[config.mk]
export PLATFORM = sky130hd
export DESIGN_NAME = fetch
export DESIGN_NICKNAME = d
export VERILOG_FILES = /design/src/rtl/fetch_pkg.sv /design/src/rtl/fetch_queue.sv /design/src/rtl/fetch.sv
export SDC_FILE = /design/constraint.sdc
export NUM_CORES = 1
export LEC_CHECK = 0
export CAP_MARGIN = 40
export CORE_ASPECT_RATIO = 0.7
export CORE_MARGIN = 3
export CORE_UTILIZATION = 30
export DETAILED_ROUTE_END_ITERATION = 8
export GPL_TIMING_DRIVEN = 0
export PLACE_DENSITY = 0.63
export REMOVE_ABC_BUFFERS = 1
export SLEW_MARGIN = 20
export SYNTH_ARGS = -nofsm -noshare
export SYNTH_HDL_FRONTEND = slang
export SYNTH_SLANG_ARGS = --single-unit
[constraint.sdc]
create_clock -name clk -period 9.3 [get_ports clk]
set_input_delay 1.86 -clock clk [delete_from_list [all_inputs] [get_ports clk]]
set_output_delay 1.86 -clock clk [all_outputs]
set_load 0.05 [all_outputs]
[src/rtl/fetch_pkg.sv]
// Shared opcodes, fetch state encodings and BO bit positions for the fetch stage.
package fetch_pkg;

  localparam logic [5:0] OP_B    = 6'd18;
  localparam logic [5:0] OP_BC   = 6'd16;
  localparam logic [5:0] OP_BCLR = 6'd19;
  localparam logic [9:0] XO_BCLR = 10'd16;

  localparam logic [0:0] FETCH_RUN     = 1'b0;
  localparam logic [0:0] FETCH_WAIT_BR = 1'b1;

  localparam int BO_UNCOND   = 4;
  localparam int BO_COND_VAL = 3;

  // Primary opcode 19 is shared with CR-logic ops; only the bclr extended opcode halts fetch.
  function automatic logic is_branch(input logic [31:0] w);
    logic [5:0] op;
    op = w[31:26];
    return (op == OP_B) || (op == OP_BC) || ((op == OP_BCLR) && (w[10:1] == XO_BCLR));
  endfunction

endpackage

[src/rtl/fetch_queue.sv]
// QDEPTH-entry FIFO of {pc, instr} with flush and an empty-queue bypass path.
module fetch_queue
  import fetch_pkg::*;
#(
  parameter int PC_W   = 19,
  parameter int QDEPTH = 2,
  localparam int CW    = $clog2(QDEPTH + 1)
) (
  input  logic            clk,
  input  logic            rst,
  input  logic            flush,
  input  logic            in_vld,
  input  logic [PC_W-1:0] in_pc,
  input  logic [31:0]     in_instr,
  input  logic            pop,
  output logic            out_vld,
  output logic [PC_W-1:0] out_pc,
  output logic [31:0]     out_instr,
  output logic [CW-1:0]   count
);

  localparam int PW = $clog2(QDEPTH);

  logic [PC_W-1:0] pc_mem    [QDEPTH];
  logic [31:0]     instr_mem [QDEPTH];
  logic [PW-1:0]   rd_ptr, wr_ptr;
  logic            empty, push, deq;

  function automatic logic [PW-1:0] nxt(input logic [PW-1:0] p);
    return (p == PW'(QDEPTH - 1)) ? '0 : p + 1'b1;
  endfunction

  assign empty     = (count == '0);
  assign out_vld   = !empty || in_vld;
  assign out_pc    = empty ? in_pc : pc_mem[rd_ptr];
  assign out_instr = empty ? in_instr : instr_mem[rd_ptr];
  assign deq       = pop && !empty;
  // An arriving word consumed straight through the bypass is never stored.
  assign push      = in_vld && !(pop && empty);

  always_ff @(posedge clk) begin
    if (rst || flush) begin
      rd_ptr <= '0;
      wr_ptr <= '0;
      count  <= '0;
    end else begin
      if (push) wr_ptr <= nxt(wr_ptr);
      if (deq)  rd_ptr <= nxt(rd_ptr);
      if (push && !deq)      count <= count + 1'b1;
      else if (deq && !push) count <= count - 1'b1;
    end
  end

  always_ff @(posedge clk) begin
    if (push) begin
      pc_mem[wr_ptr]    <= in_pc;
      instr_mem[wr_ptr] <= in_instr;
    end
  end

endmodule

[src/rtl/fetch.sv]
// Instruction-fetch stage: BRAM address issue, word queue, branch halt/redirect.
// Define FETCH_PERF_EN to add br_count/taken_count/stall_cycles counters.
module fetch
  import fetch_pkg::*;
#(
  parameter int          PC_W     = 19,
  parameter int unsigned RESET_PC = 0,
  parameter int          QDEPTH   = 2
) (
  input  logic            clk,
  input  logic            rst,
  output logic [PC_W-1:0] imem_addr,
  input  logic [31:0]     imem_rdata,
  input  logic            stall,
  output logic            decode_en,
  output logic [31:0]     instr,
  output logic [PC_W-1:0] pc,
  input  logic            branch,
  input  logic            bclr,
  input  logic [PC_W-1:0] b_addr,
  input  logic [4:0]      b_cond,
  input  logic            cond_bit,
  input  logic [31:0]     lr
`ifdef FETCH_PERF_EN
  ,
  output logic [31:0]     br_count,
  output logic [31:0]     taken_count,
  output logic [31:0]     stall_cycles
`endif
);

  localparam int CW = $clog2(QDEPTH + 1);
  localparam int OW = CW + 1;

  logic [0:0]      state;
  logic [PC_W-1:0] fetch_pc;
  logic            vld_p1;
  logic [PC_W-1:0] pc_p1;
  logic            q_vld;
  logic [PC_W-1:0] q_pc;
  logic [31:0]     q_instr;
  logic [CW-1:0]   q_count;
  logic            run, pop, br_pop, issue, resolve, taken;
  logic [PC_W-1:0] target;
  logic            unused_bits;

  assign unused_bits = ^{lr[31:PC_W+2], lr[1:0], b_cond[2:0]};

  assign run     = (state == FETCH_RUN);
  assign pop     = run && q_vld && !stall;
  assign br_pop  = pop && is_branch(q_instr);
  // Occupancy after this cycle's pop, counting the word still in the BRAM, must leave a free slot.
  assign issue   = run && !br_pop &&
                   ((OW'(q_count) + OW'(vld_p1)) < (OW'(QDEPTH) + OW'(pop)));
  assign resolve = !run && (branch || bclr);
  assign taken   = b_cond[BO_UNCOND] | (cond_bit == b_cond[BO_COND_VAL]);
  assign target  = bclr ? lr[PC_W+1:2] : b_addr;

  // Stage 0: address issue
  assign imem_addr = fetch_pc;

  always_ff @(posedge clk) begin
    if (rst) begin
      state     <= FETCH_RUN;
      fetch_pc  <= PC_W'(RESET_PC);
      vld_p1    <= 1'b0;
      decode_en <= 1'b0;
      instr     <= '0;
      pc        <= '0;
    end else begin
      vld_p1    <= issue;
      decode_en <= pop;
      if (issue) fetch_pc <= fetch_pc + 1'b1;
      if (pop) begin
        instr <= q_instr;
        pc    <= q_pc;
      end
      if (br_pop) begin
        state <= FETCH_WAIT_BR;
      end else if (resolve) begin
        state    <= FETCH_RUN;
        fetch_pc <= taken ? target : pc + 1'b1;
      end
    end
  end

  always_ff @(posedge clk) begin
    if (issue) pc_p1 <= fetch_pc;
  end

  // Stage 1: BRAM return, queue and bypass
  fetch_queue #(
    .PC_W   (PC_W),
    .QDEPTH (QDEPTH)
  ) u_queue (
    .clk       (clk),
    .rst       (rst),
    .flush     (br_pop),
    .in_vld    (vld_p1),
    .in_pc     (pc_p1),
    .in_instr  (imem_rdata),
    .pop       (pop),
    .out_vld   (q_vld),
    .out_pc    (q_pc),
    .out_instr (q_instr),
    .count     (q_count)
  );

`ifdef FETCH_PERF_EN
  always_ff @(posedge clk) begin
    if (rst) begin
      br_count     <= '0;
      taken_count  <= '0;
      stall_cycles <= '0;
    end else begin
      if (resolve) begin
        br_count <= br_count + 1'b1;
        if (taken) taken_count <= taken_count + 1'b1;
      end
      if (stall && (q_count != '0)) stall_cycles <= stall_cycles + 1'b1;
    end
  end
`endif

endmodule

---- After elaboration in Yosys (flattened, before gate mapping) ----
Memories as Yosys holds them, arrays and structs flattened. A register that Yosys moved wholly into a read port is not among the register bits.
Cells that the tools add are included.
cells by class
  add/subtract/negate cells ............... 8
  order comparisons ....................... 1
  muxes and demuxes ....................... 19
  reduce and logical (&&, ||, !) cells .... 26
  eq/ne operators ......................... 5
  bitwise logic cells ..................... 2
operators by type and width
  cell                                                   count
  2-to-1 mux 19 bit                                      6
  adder 19 x 1 -> 19 bit (second input constant)         2
  2-to-1 mux 32 bit                                      1
  equality test 6 x 5 -> 1 bit (second input constant)   3
  logical AND 1 bit                                      12
  equality test 10 x 5 -> 1 bit (second input constant)  1
  2-to-1 mux 1 bit                                       10
  logical NOT 1 bit                                      6
  logical OR 1 bit                                       5
  2-to-1 mux 2 bit                                       2
  nonzero test 2 bit                                     2
  adder 2 x 1 -> 3 bit                                   1
  adder 2 x 1 -> 3 bit (first input constant)            1
  less-than comparator 3 bit                             1
  adder 1 bit (second input constant)                    2
  adder 2 x 1 -> 2 bit (second input constant)           1
  logical NOT 2 bit                                      1
  subtractor 2 x 1 -> 2 bit (second input constant)      1
  equality test 1 bit                                    1
  inverter 1 bit                                         1
  OR 1 bit                                               1
word-level totals
  memories ................................ 2
  input port bits ......................... 94
  register bits ........................... 96
  word-level logic and storage cells ...... 73
  output and inout bits ................... 71
  RAM bits ................................ 102
memories
  name               words  width  rd ports  clocked after Yosys merged registers in  wr ports  RTL line           RTL
  u_queue.instr_mem  2      32     1         1                                        1         fetch_queue.sv:25  logic [31:0] instr_mem [QDEPTH];
  u_queue.pc_mem     2      19     1         1                                        1         fetch_queue.sv:24  logic [PC_W-1:0] pc_mem [QDEPTH];

---- Depth between registers and ports, before layout ----
  depth in word-level cells ............... 12
  depth in mapped cells ................... 12
  gate-level depth less buffers ........... 10

---- Cells and area by module ----
From an unflattened synthesis, not the netlist that was laid out.
second synthesis, totals
  cell total of the unflattened synthesis .. 798
  area, all modules ....................... 9062.4 µm²
by module, submodules not included
  module       cells each  times used  area each (µm²)  sequential area each (µm²)
  fetch_queue  303         1           4693.3           3163.0
  fetch        495         1           4369.2           2031.9

---- Worst setup path after synthesis ----
Ideal clock, no wire load.
  path type ............................... input-to-reg
  start point ............................. in stall
  end point ............................... mem u_queue.instr_mem[0][0], enable pin
  path buffers ............................ 0
  data required time ...................... 8840 ps
  cell stages on the path ................. 4
  library setup time ...................... 460 ps
  arrival ................................. 4348 ps
  slack ................................... 4492 ps
  cells stage by stage .................... nor2_1 -> nand2_1 -> o21ai_0 -> nor2_1
on the way
  cells in the longest elaborated chain, start to end .. 7
ends and longest elaborated chain
  what                                    RTL line           RTL
  start, declared                         fetch.sv:14        input logic stall,
  logical NOT 1 bit                       fetch.sv:50        assign pop = run && q_vld && !stall;
  logical AND 1 bit                       fetch.sv:50
  logical AND 1 bit                       fetch_queue.sv:39  assign push = in_vld && !(pop && empty);
  logical NOT 1 bit                       fetch_queue.sv:39
  logical AND 1 bit                       fetch_queue.sv:39
  2-to-1 mux 1 bit                        fetch_queue.sv:55  if (push) begin
  2-to-1 mux 1 bit (not written as such)  fetch_queue.sv:57  instr_mem[wr_ptr] <= in_instr;
  end, declared                           fetch_queue.sv:25
Every way passes these cells.

---- Worst setup path after layout ----
  start point ............................. in imem_rdata[30]
  end point ............................... reg fetch_pc[14] (netlist: imem_addr[14])
on the way
  cells in the longest elaborated chain, start to end .. 11
  elaborated cells between the ends (all ways) .. 14
  those cells by class .................... eq/ne: 3; mux: 4; reduce/logical: 7
ends and longest elaborated chain
  what                                                          RTL line           RTL
  start, declared                                               fetch.sv:13        input logic [31:0] imem_rdata,
  2-to-1 mux 32 bit *                                           fetch_queue.sv:36  assign out_instr = empty ? in_instr : instr_mem[rd_ptr];
  equality test 6 x 5 -> 1 bit                                  fetch_pkg.sv:19    return (op == OP_B) || (op == OP_BC) || ((op == OP_BCLR) && (w[10:1] == XO_BCLR));
  logical OR 1 bit / logical AND 1 bit (equally long branches)  fetch_pkg.sv:19
  logical OR 1 bit *                                            fetch_pkg.sv:19
  logical AND 1 bit *                                           fetch.sv:51        assign br_pop = pop && is_branch(q_instr);
  logical NOT 1 bit *                                           fetch.sv:53        assign issue = run && !br_pop &&
  logical AND 1 bit * (2 in a row)                              fetch.sv:53
  net issue                                                     fetch.sv:43        logic run, pop, br_pop, issue, resolve, taken;
  2-to-1 mux 19 bit *                                           fetch.sv:73        if (issue) fetch_pc <= fetch_pc + 1'b1;
  2-to-1 mux 19 bit                                             fetch.sv:80        end else if (resolve) begin
  2-to-1 mux 19 bit *                                           fetch.sv:78        if (br_pop) begin
  end signal, assigned                                          fetch.sv:65        fetch_pc <= PC_W'(RESET_PC);
  end signal, assigned                                          fetch.sv:73
  end signal, assigned                                          fetch.sv:82        fetch_pc <= taken ? target : pc + 1'b1;
  end, declared                                                 fetch.sv:36        logic [PC_W-1:0] fetch_pc;
Mark *: on every way through the listed nets, which the timed path passes. The rest lies on a longest branch.
A chain may end at the register's enable or synchronous reset.

==> metrics.txt <==
worst hold path type=reg -> reg; met2 capacity usage during global routing=22.6%; met1 Use GR=a little over 20%; peak fanout along the critical path=26; Setup violations, final=0; relative slew slack=between 50% and 60%; first-pass iteration count of the detailed router=7; EDFF count, synth=around 120; setup bufs post-CTS=0; vias in the first global route=6067; CTS max path bufs=2; Starting Density=31.1%; Max Freq=0.229 GHz; TritonCTS buffer count=17; Critical Path Sink Type=register; first-pass GRT wire length=35400 um; gr usage total=14.8%; Crit Path Class=in -> reg; drt total wl=22600 um; # IOs=about 170; status=completed; Starting DRT DRC Count=611; register-to-register path setup slack=5.57 ns; via/cell ratio=5.11; post-synthesis cell type count=54; DR WL/cell=18.8 um; Synth Warn #=0; row cnt=50; Peak VDD IR=roughly 0.12 mV; clk root buf=clkbuf_16; GRT Residual Overflow=0; DIE AREA=30500 um2; Area growth syn-to-layout=31.1%; most frequent cells in the layout=clkdlybuf4s50_1 (146), edfxtp_1 (121), nor2_1 (87), dfxtp_1 (77), mux2_2 (40); Gate power share=34.0%; via count=between 6000 and 7000; Slew @ Worst Pin=0.732 ns; CTS tree=built; cts hold-fix bufs=0; cts repair resizes=0; Internal Power=0.00210 W; predominant post-synthesis flop cell=edfxtp_1; flop and latch count out of synthesis=approximately 200; switching power=0.00117 W; Core Util, Final=40.8%; Worst Setup Start Kind=primary input; syn_area_per_cell=12.4 um2; post-synthesis sequential area ratio=roughly 60%; hpwl dp=between 15000 and 20000 um; Period minus WS final=4.37 ns; register share of total power=41.9%; RSZ-0062 raised after global routing=false; Die W=207 um; worst hold slack=0.457 ns; PwrDens=293 nW/um2; Post-Syn Area=8510 um2; Leakage=~3.8 nW; CTS H-tree depth=4; Routability Congestion=0.714; number of remaining DRC errors=0; IO Port Bufs=around 150; Final #Nets=920; ANT nets after route=0; Sw Ratio=35.8%; Post-synth ARST share=0%; Syn Inst Count=689; commonest non-fill, non-tap cell in the layout=clkdlybuf4s50_1; layout cells sized above 1=12.5%; core area=27300 um2; Hold Path Cell Cnt=2; crit path DAT=4.68 ns; GRT busiest layer=met2; Layout Skew=between 0.015 and 0.02 ns; final hold viol count=0; clock share of power=between 20% and 30%; antenna diode count=0; Sink Count=between 150 and 200; clock-pin slew on the worst setup and hold paths=0.08 ns; routing usage on met3=about 4.3%; chip height=147 um; largest net degree at the start of global routing=46; worst skew pair latency=0.45 ns; initial antenna violation count=0; Worst EP required=9.60 ns; # Max-Cap Violations=0; cells on worst reg2reg path=9; final period utilization=47.0%; Max Transition Viols Final=0; TNS Setup=0 ns
==> registers in the layout, indices dropped and copies added (netlist names), named ones only <==
register           count
state                  1
instr                 32
decode_en              1
imem_addr             19
u_queue.rd_ptr         1
u_queue.instr_mem     64
u_queue.wr_ptr         1
vld_p1                 1
pc                    19
u_queue.count          2
u_queue.pc_mem        38
pc_p1                 19
==> synthesized netlist by cell type (6+ instances only) <==
master,instances,area (um2)
and3_1,6,37.5
nand3_1,12,60.1
nand4_1,8,50.1
buf_1,6,22.5
xor2_1,11,96.3
inv_1,8,30.0
nor3_1,17,85.1
a211oi_1,25,188
dfxtp_1,78,1560
o21ai_0,6,30.0
a222oi_1,35,350
clkbuf_1,32,120
edfxtp_1,121,3630
a21oi_1,34,170
mux2_2,40,450
nor2_1,89,334
mux2i_1,33,330
nand2_1,38,143
xnor2_1,22,193
==> power by group through the flow <==
stage                     registers (W)  clock network (W)  logic [W]
after floorplan                 0.00159                  0   0.000467
after global placement          0.00141                  0    0.00103
after detailed placement        0.00139                  0    0.00112
after CTS                       0.00137           0.000806    0.00112
after global routing            0.00140           0.000844    0.00119
final                           0.00137           0.000788    0.00111
==> critical path: stages <==
cell and delay, ns:
clkdlybuf4s50_1 0.51, a211oi_1 0.11, a2111oi_4 0.41, nand4_1 0.30
a22oi_4 0.53, and2_4 0.35, inv_4 0.19, a211oi_1 0.31
nor4_2 0.08
==> stage by stage <==
stage                     total power (W)  setup slack [ns]  area [um2]  instances
after floorplan                   0.00205              3.47        8290        643
after global routing              0.00344              4.71       11200       1198
after detailed placement          0.00251              4.43       10500       1166
after CTS                         0.00330              4.90       11200       1198
final                             0.00327              4.93       11200       1198
after global placement            0.00244            0.0510       10200       1155
==> routing by layer <==
layer / up-vias / routed length [um]
li1: 2879 / -
met1: 3033 / 10900
met2: 187 / 10100
met3: 23 / 1290
met4: 0 / 264
met5: - / 0
==> layout make-up <==
class                      count  area (um2)
clock buffer                  20         468
clock inverter                12         163
fill                        2593       16200
inverter                       9        36.3
multi-input combinational    435        3110
sequential                   199        5200
tap                          364         455
timing repair buffer         159        1730
==> cells by family (layout without fill, tap and decap cells) <==
family,after synthesis,after routing,share of synthesized area [%]
adders and majority gates,5,5,0.735
buffers and inverters,55,200,2.97
muxes,73,73,9.18
xor gates and xnor gates,33,33,3.40
AOI/OAI and AO/OA,124,124,11.7
DFF,199,199,61.0
and+or+nand+nor,200,200,10.9
==> worst paths after layout <==
kind	to	startpoint
min reg2reg	instr[10]$_SDFFE_PP0P_	instr[10]$_SDFFE_PP0P_
max	imem_addr[14]$_SDFF_PP0_	imem_rdata[30]
min	instr[10]$_SDFFE_PP0P_	instr[10]$_SDFFE_PP0P_
max reg2reg	imem_addr[14]$_SDFF_PP0_	u_queue.count[0]$_SDFFE_PP0P_
No activity file was read; power rests on OpenSTA's default activity.
==> RTL change, RTL diff (config.mk and constraints unchanged) <==
Add a define of `FETCH_PERF_EN`.
--- a/src/rtl/fetch.sv
+++ b/src/rtl/fetch.sv
@@ -1,5 +1,7 @@
 // Instruction-fetch stage: BRAM address issue, word queue, branch halt/redirect.
 // Define FETCH_PERF_EN to add br_count/taken_count/stall_cycles counters.
+`define FETCH_PERF_EN
+
 module fetch
   import fetch_pkg::*;
 #(
Formal check against the unedited RTL (old outputs only; new: br_count, stall_cycles and taken_count): equivalent (equiv_simple and equiv_induct, registers matched by name and starting in step).
==> RTL change against the unedited design <==
- die area is 46% higher
- design area is 50% higher
- sequential cell count is 96 higher
- wire length increased by 56%
- power grew 30%
- worst setup slack got worse by 0.21 ns
- via count up 60%
- area after synthesis grew 47%
- critical endpoint is now imem_addr[1]
- highest routed layer unchanged
==> RTL change: results (changes against the unedited design) <==
| Metric | Value |
|---|---|
| Synth Warn # | 0 (unchanged) |
| Synth top cells by count | 174 x dfxtp_1, 169 x nor2_1, 121 x edfxtp_1 |
| First-pass GRT wire length | 54,900 um (+55%) |
| Number of flops mapped to enable cells by yosys | 121 (unchanged) |
| Hold Path Stages | 2 (unchanged) |
| GRT Resource Usage Total | 15.4% (+0.55 points) |
| FF-to-FF End | imem_addr[1] |
| Worst reg2reg path depth | 9 (unchanged) |
| Reg-to-Reg Start | u_queue.count[0] |
| DRT iter0 DRCs | 799 (+31%) |
| CTS Buf Count | 31 (+14) |
| Pin count of the biggest net entering global routing | 112 (+140%) |
| Via count | 9,820 (+60%) |
| Clock latency on the worst-skew pair | 0.56 ns (+0.11 ns) |
| Clk pin slew, worst setup/hold paths | 0.06 ns (-0.02 ns) |
| CTS root buffer | clkbuf_16 |
| H-tree levels | 1 (-3) |
| DR vias/cell | 4.99 (-2.3%) |
| Status | finished, final reports clean |
| Buffers on Ports | 244 (+65%) |
| Nets | 1,501 (+63%) |
| Placer Congestion | 0.824 (+15%) |
| Worst hold path type | reg -> reg |
| Biggest regs | u_queue.instr_mem: 64 flops, u_queue.pc_mem: 38 flops |
| Reg-to-reg slack, setup | 5.41 ns (-0.16 ns) |
| Number of antenna violations at the first check in global routing | 0 (unchanged) |
| Synth async-reset ratio | 0% (unchanged) |
| Synth area leaders | edfxtp_1 29%, dfxtp_1 28%, nor2_1 5.1% |
| WL final | 35,300 um (+56%) |
| Switching share of total power | 32.6% (-3.2 points) |
| FILL cells | 3,983 (+54%) |
| Post-CTS setup buffer count | 0 (unchanged) |
| WHS | 0.456 ns (-0.00160 ns) |
| CTS resizes | 0 (unchanged) |
| Clock Skew | 0.0123 ns (-0.00651 ns) |
| Ratio of cells with drive above 1 in the final layout | 9.07% (-3.4 points) |
| Register area share after synthesis | 56.7% (-4.3 points) |
| Average size of a mapped cell | 10.8 um^2 (-13%) |
| Rel. slew slack | 38.1% (-13 points) |
| Vias in the first global route | 9,584 (+58%) |
| P_leak | 5.68 nW (+50%) |
| WHS Endpoint | instr[26] |
| Unique cell type count in the Yosys netlist | 53 (-1.9%) |
| Placed Cells | 1,910 (+64%) |
| Clock Tree Buf Depth | 3 (+1) |
| Min-delay src | instr[26] |
| Critical Path Start | imem_rdata[30] |
| Crit path DAT | 5.03 ns (+0.35 ns) |
| Placed wire-length estimate | 24,500 um (+61%) |
| Crit Path Max Fanout | 11 (-58%) |
| Top delay family on crit path | simple AND/OR/NAND/NOR gates |
| Pre-Repair DR Iteration Count | 5 (-2) |
| CP peak stage delay | 0.79 ns (+0.26 ns) |
| VDD IR max | 0.211 mV (+75%) |
| # diodes | 0 (unchanged) |
| Slowest CP cell | nor4_4 |
## RTL change: changes by cell type after synthesis, moves of 19 or more
cell,unedited run,this run
xnor2_1,22,47
dfxtp_1,78,174
nand2_1,38,81
o21ai_0,6,25
nor2_1,89,169
xor2_1,11,64
a21oi_1,34,68
nand3_1,12,51
## RTL change: logic make-up (layout without fill, tap and decap cells)
| family | count (synthesis) | after routing | synth area share [%] |
|---|---|---|---|
| AOI/OAI and AO/OA | 167 | 167 | 9.02 |
| xor gates and xnor gates | 111 | 111 | 7.75 |
| adders and majority gates | 8 | 8 | 0.798 |
| buffers and inverters | 70 | 328 | 2.51 |
| DFF | 295 | 295 | 56.7 |
| muxes | 73 | 73 | 6.24 |
| and+or+nand+nor | 441 | 441 | 17.0 |
## RTL change: layout make-up
type	instances	area share, %
Clock inverter	19	1.36
Tap cell	544	4.06
Sequential cell	295	42.4
Multi-Input combinational cell	800	30.7
Timing Repair Buffer	259	16.1
Clock buffer	38	5.02
Inverter	12	0.268
## RTL change: worst max path at each step
stage	end	slack (ns)	cells after the start
4_1_cts	imem_addr[1]	4.80	10
5_1_grt	imem_addr[1]	4.53	10
6_report	imem_addr[1]	4.72	10
2_1_floorplan	u_queue.instr_mem[0][0]	3.46	4
3_3_place_gp	u_queue.pc_mem[0][3]	-0.07	5
3_5_place_dp	imem_addr[1]	4.21	10
## RTL change: power groups by stage
stage | clock (mW) | combinational [mW] | sequential (mW)
floorplan | 0 | 0.466 | 2.01
global placement | 0 | 1.05 | 1.83
detailed placement | 0 | 1.17 | 1.80
CTS | 1.34 | 1.18 | 1.77
global route | 1.39 | 1.25 | 1.80
finish | 1.30 | 1.17 | 1.77
## RTL change: metal layers
metal,wire (um),vias up,track usage [%]
met4,575,0,2.59
li1,-,4714,-
met3,2530,45,3.47
met1,16200,4739,21.5
met5,0,-,0
met2,16000,322,24.8
## RTL change: worst min-delay path, delay by kind of cell, from the launching register on
kind	cells	cell delay, ns
and+or+nand+nor	1	0.05
AOI/OAI and AO/OA	1	0.05
DFF	1	0.31
## RTL change: per-stage QoR
stage | TNS (ns) | utilization [%] | total power [mW] | worst slack (ns) | instance area (um^2)
2_1_floorplan | 0 | - | 2.48 | 3.46 | 12300
3_3_place_gp | -3.23 | 37.5 | 2.88 | -0.0677 | 15400
3_5_place_dp | 0 | 38.2 | 2.97 | 4.21 | 15700
4_1_cts | 0 | 40.8 | 4.29 | 4.80 | 16800
5_1_grt | 0 | 40.8 | 4.44 | 4.53 | 16800
6_report | 0 | 40.8 | 4.24 | 4.72 | 16800
